[config.mk]
export PLATFORM = sky130hd
export DESIGN_NAME = bcd_to_d_scan
export DESIGN_NICKNAME = d
export VERILOG_FILES = /design/src/rtl/bcd_to_d_scan.sv
export SDC_FILE = /design/constraint.sdc
export NUM_CORES = 1
export LEC_CHECK = 0
export ABC_CLOCK_PERIOD_IN_PS = 2350
export BUFFER_PORTS_ARGS = -buffer_cell sky130_fd_sc_hd__buf_2
export CAP_MARGIN = 20
export CORE_MARGIN = 5
export CORE_UTILIZATION = 49
export CTS_CLUSTER_DIAMETER = 60
export DETAILED_ROUTE_END_ITERATION = 7
export HOLD_SLACK_MARGIN = 0.03
export PLACE_DENSITY = 0.78
export SKIP_CTS_REPAIR_TIMING = 1
export SYNTH_ARGS = -nofsm -noshare
export SYNTH_HDL_FRONTEND = slang
export SYNTH_SLANG_ARGS = --single-unit
export TNS_END_PERCENT = 100
[constraint.sdc]
create_clock -name clk -period 2.35 [get_ports clk]
set_clock_uncertainty 0.1 [all_clocks]
set_input_delay 0.47 -clock clk [delete_from_list [all_inputs] [get_ports clk]]
set_output_delay 0.47 -clock clk [all_outputs]
set_load 0.05 [all_outputs]
[src/rtl/bcd_to_d_scan.sv]
// bcd_to_d_scan: scanned decoder from a latched signed 3-digit BCD word
// to one-hot decimal lines, cycling sign / hundreds / tens / units.
module bcd_to_d_scan #(
  parameter int DIV   = 4,     // cycles each position is held (>= 1)
  parameter bit BLANK = 1'b1   // 1 = blank leading zeros in hundreds/tens
) (
  input  logic        clk,
  input  logic        rst_n,
  input  logic        en_i,
  input  logic        ld_i,
  input  logic        sgn_i,
  input  logic [11:0] bcd_i,
  output logic [9:0]  dec_o,
  output logic [3:0]  sel_o,
  output logic        neg_o,
  output logic        err_o,
  output logic        frame_o
);

  localparam int DW = (DIV > 1) ? $clog2(DIV) : 1;
  localparam logic [DW-1:0] DIV_LAST = DW'(DIV - 1);

  logic [11:0]   h_q;
  logic          hs_q;
  logic [1:0]    pos_q;
  logic [DW-1:0] div_q;
  logic          err_q;
  logic          frame_q;

  logic          bad_nibble;
  logic          div_wrap;
  logic [3:0]    digit;
  logic          blank;

  assign bad_nibble = (bcd_i[11:8] > 4'd9) | (bcd_i[7:4] > 4'd9) | (bcd_i[3:0] > 4'd9);
  assign div_wrap   = (div_q == DIV_LAST);

  // Word capture, scan divider/position counter and frame pulse; load wins over scan.
  always_ff @(posedge clk or negedge rst_n) begin
    if (!rst_n) begin
      h_q     <= 12'd0;
      hs_q    <= 1'b0;
      pos_q   <= 2'd0;
      div_q   <= '0;
      err_q   <= 1'b0;
      frame_q <= 1'b0;
    end else if (ld_i) begin
      h_q     <= bcd_i;
      hs_q    <= sgn_i;
      err_q   <= bad_nibble;
      pos_q   <= 2'd0;
      div_q   <= '0;
      frame_q <= 1'b0;
    end else if (en_i) begin
      if (div_wrap) begin
        div_q   <= '0;
        pos_q   <= pos_q + 2'd1;
        frame_q <= (pos_q == 2'd3);
      end else begin
        div_q   <= div_q + DW'(1);
        frame_q <= 1'b0;
      end
    end else begin
      frame_q <= 1'b0;
    end
  end

  // Pick the digit for the current position and decide whether it is a blanked leading zero.
  always_comb begin
    digit = 4'd0;
    blank = 1'b0;
    case (pos_q)
      2'd1: begin
        digit = h_q[11:8];
        blank = BLANK && (h_q[11:8] == 4'd0);
      end
      2'd2: begin
        digit = h_q[7:4];
        blank = BLANK && (h_q[11:8] == 4'd0) && (h_q[7:4] == 4'd0);
      end
      2'd3: begin
        digit = h_q[3:0];
      end
      default: begin
        digit = 4'd0;
        blank = 1'b0;
      end
    endcase
  end

  // One-hot digit line; sign position, blanked zeros and invalid nibbles show nothing.
  always_comb begin
    dec_o = 10'd0;
    if (en_i && (pos_q != 2'd0) && !blank && (digit <= 4'd9)) begin
      dec_o = 10'd1 << digit;
    end
  end

  assign sel_o   = en_i ? (4'b0001 << pos_q) : 4'b0000;
  // Negative zero is shown as positive.
  assign neg_o   = hs_q & (h_q != 12'd0);
  assign err_o   = err_q;
  assign frame_o = frame_q;

endmodule

==> reports/metrics.cfg <==
[final_layout]
diodes = 0
nNetsFinal = 165
area_growth_pct = 56.23
final_area_um2 = 1599
drive_gt1_frac = 0.6408
layout_commonest_cell = buf_2
n_fill_cell = 127
final_cell_mix = 23 x buf_2, 17 x dfrtp_1, 12 x mux2_2

[synthesis]
synth_cell_types = 27
syn_nets = 119
syn_inst = 97
synth.cell_area_um2 = 1023
ys_seq_area_frac = 0.4645
ys_ff_latch = 19
ys_warn_count = 0
postSynthAreaPerCell_um2 = 10.55

[floorplanning]
die_w_um = 55.70
die_area_um2 = 3102
start_util = 0.5164
core_area_um2 = 1982
rows = 16
io_pins = 34
die-height_um = 55.70

[clock_network]
clk_path_buf_depth = 2
cts_buffers = 3
cts_tree = built
clk_latency_ns = 0.29
htreeDepth = 1
cts_root_buf = clkbuf_4
clk_pin_slew_worst_paths_ns = 0.11
cts.sink_count = 19

[power]
p_leak_nw = 0.6917
seq_power_share = 0.579
p_clk_frac = 0.250
swShare = 0.2883
power.density_nw_per_um2 = 410.2
power_frac_comb = 0.171
ir_worst_vdd_mv = 0.4255
power_switching_w = 0.0001891
power.internal_w = 0.0004668

[grt]
antenna_found_initial = 0
grt_overflow = 0
grt_max_degree = 22
grt_pass1_vias = 932
grt_pass1_wl_um = 4091
grt.total_usage = 0.1633

[placed_design]
dp_slack_ns = -0.07729
io_buffer_count = 33
gp_congestion = 0.8430
hpwl_um = 1974
placed_area_um2 = 1350

[drt]
drt_first_pass_iters = 4
viasPerCell = 5.669
wl_per_cell_um = 16.78
dr_total_vias = 958
drt.antenna.violating_nets = 0
wirelength_um = 2836
drcViolationCount = 0
drt_iter0_drc = 32

[worst_setup_path]
r2r-end = pos_q[1]$_DFFE_PN0P_
r2r.worst_path.cells = 5
crit_type = reg2out
cp.arrival_ns = 2.06
worstSetupEndpointType = primary output
r2r_setup_slack_ns = 1.08
r2r-start = pos_q[0]$_DFFE_PN0P_
critPathMaxFanout = 6
worstPathRequired_ns = 1.78
cp-start-kind = register

[min_path]
hold_path_depth = 3
hold_start = sgn_i
hp-class = in2reg
hold_end = hs_q$_DFFE_PN0P_

[timing]
rsz0062_at_grt = yes
max_slew_margin = 0.6860
period_share = 1.119
worstMarginPinSlew_ns = 0.4666
fmax_mhz = 380.3
period_needed_ns = 2.630
finalMaxSlewViolations = 0
setup_viol = 10
setup_tns_ns = -2.385
hold_ws_ns = 0.2827
finalWorstSetupSlack_ns = -0.2797
final-hold-violation-count = 0

[status]
violations = setup timing
status = finished with violations

[job]
cap_violations = 0

## metal layers
metal / wire (um) / vias to the layer above / GRT usage
li1: - / 443 / -
met1: 1124 / 472 / 0.1855
met2: 1510 / 36 / 0.2855
met3: 141 / 7 / 0.03016
met4: 60 / 0 / 0.09028
met5: 0 / - / 0
## registers in the layout, summed over array words and instances (netlist names)
register and cells:
hs_q 1, div_q 2, frame_o 1, err_o 1, pos_q 2, h_q 12
## cell type report
class                   instances  area [um^2]  area share
multi-input cells              71        715.7      0.4476
clock inverters                 1        5.005    0.003130
clock buffers                   3        22.52     0.01408
well taps                      27        33.78     0.02113
inverters                       4        15.01    0.009390
flip-flops and latches         19        478.0      0.2989
repair buffers                 44        329.1      0.2058
## synth_stat cells (all sizes together)
master	count	area, um^2
nor3	6	30.03
a222oi	3	30.03
ha	5	62.56
nor4b	1	8.760
nor2	6	22.52
or2	1	6.260
o21ai	5	28.78
and3b	1	8.760
nor2b	1	6.260
xnor2	1	8.760
a31oi	1	6.260
nand2	10	40.04
a22oi	1	7.510
a41oi	1	8.760
mux2i	2	20.02
mux2	12	135.1
nor4	6	43.79
clkbuf	3	11.26
inv	4	15.01
nand3	1	5.000
and2	5	32.53
dfrtp	19	475.5
a21oi	2	10.01
## logic make-up (layout without fill, tap and decap cells)
logic type                 after synthesis  in the layout  synth area share
AOI/OAI and AO/OA                       13             13           0.08925
xor gates and xnor gates                 1              1          0.008559
adders and majority gates                5              5           0.06112
buffers and inverters                    7             52           0.02567
DFF                                     19             19            0.4646
muxes                                   14             14            0.1516
and+or+nand+nor                         38             38            0.1993
## worst max-delay path by stage
stage	from	cells past startpoint	end	slack [ns]
2_1_floorplan	pos_q[1]$_DFFE_PN0P_	5	dec_o[6]	-0.65
3_3_place_gp	pos_q[1]$_DFFE_PN0P_	6	dec_o[3]	-0.01
3_5_place_dp	pos_q[1]$_DFFE_PN0P_	6	dec_o[6]	-0.08
4_1_cts	pos_q[1]$_DFFE_PN0P_	8	dec_o[9]	-0.42
5_1_grt	pos_q[1]$_DFFE_PN0P_	8	dec_o[8]	-0.41
6_report	pos_q[0]$_DFFE_PN0P_	6	dec_o[8]	-0.28
## metrics by stage
| stage | total power, W | utilization | std cells |
|---|---|---|---|
| floorplan | 0.0004438 | - | 97 |
| global placement | 0.0004805 | 0.6812 | 159 |
| detailed placement | 0.0004872 | 0.6812 | 159 |
| CTS | 0.0006499 | 0.6951 | 163 |
| global route | 0.0006870 | 0.8068 | 169 |
| finish | 0.0006559 | 0.8068 | 169 |
## power by group through the flow
stage / logic (W) / registers [W] / clock network (W)
final: 0.000112 / 0.000380 / 0.000164
after CTS: 0.000105 / 0.000376 / 0.000169
after global placement: 0.0000994 / 0.000381 / 0
after global routing: 0.000123 / 0.000383 / 0.000181
after floorplan: 0.0000630 / 0.000381 / 0
after detailed placement: 0.000104 / 0.000383 / 0
## worst max-delay path, stage by stage, from the launching register on
cell and delay (ns):
dfrtp_2 0.46, ha_2 0.23, a222oi_1 0.35, buf_4 0.23, nand2_4 0.08, nor4_4 0.23, buf_6 0.19
No activity file was read; power rests on OpenSTA's default activity.
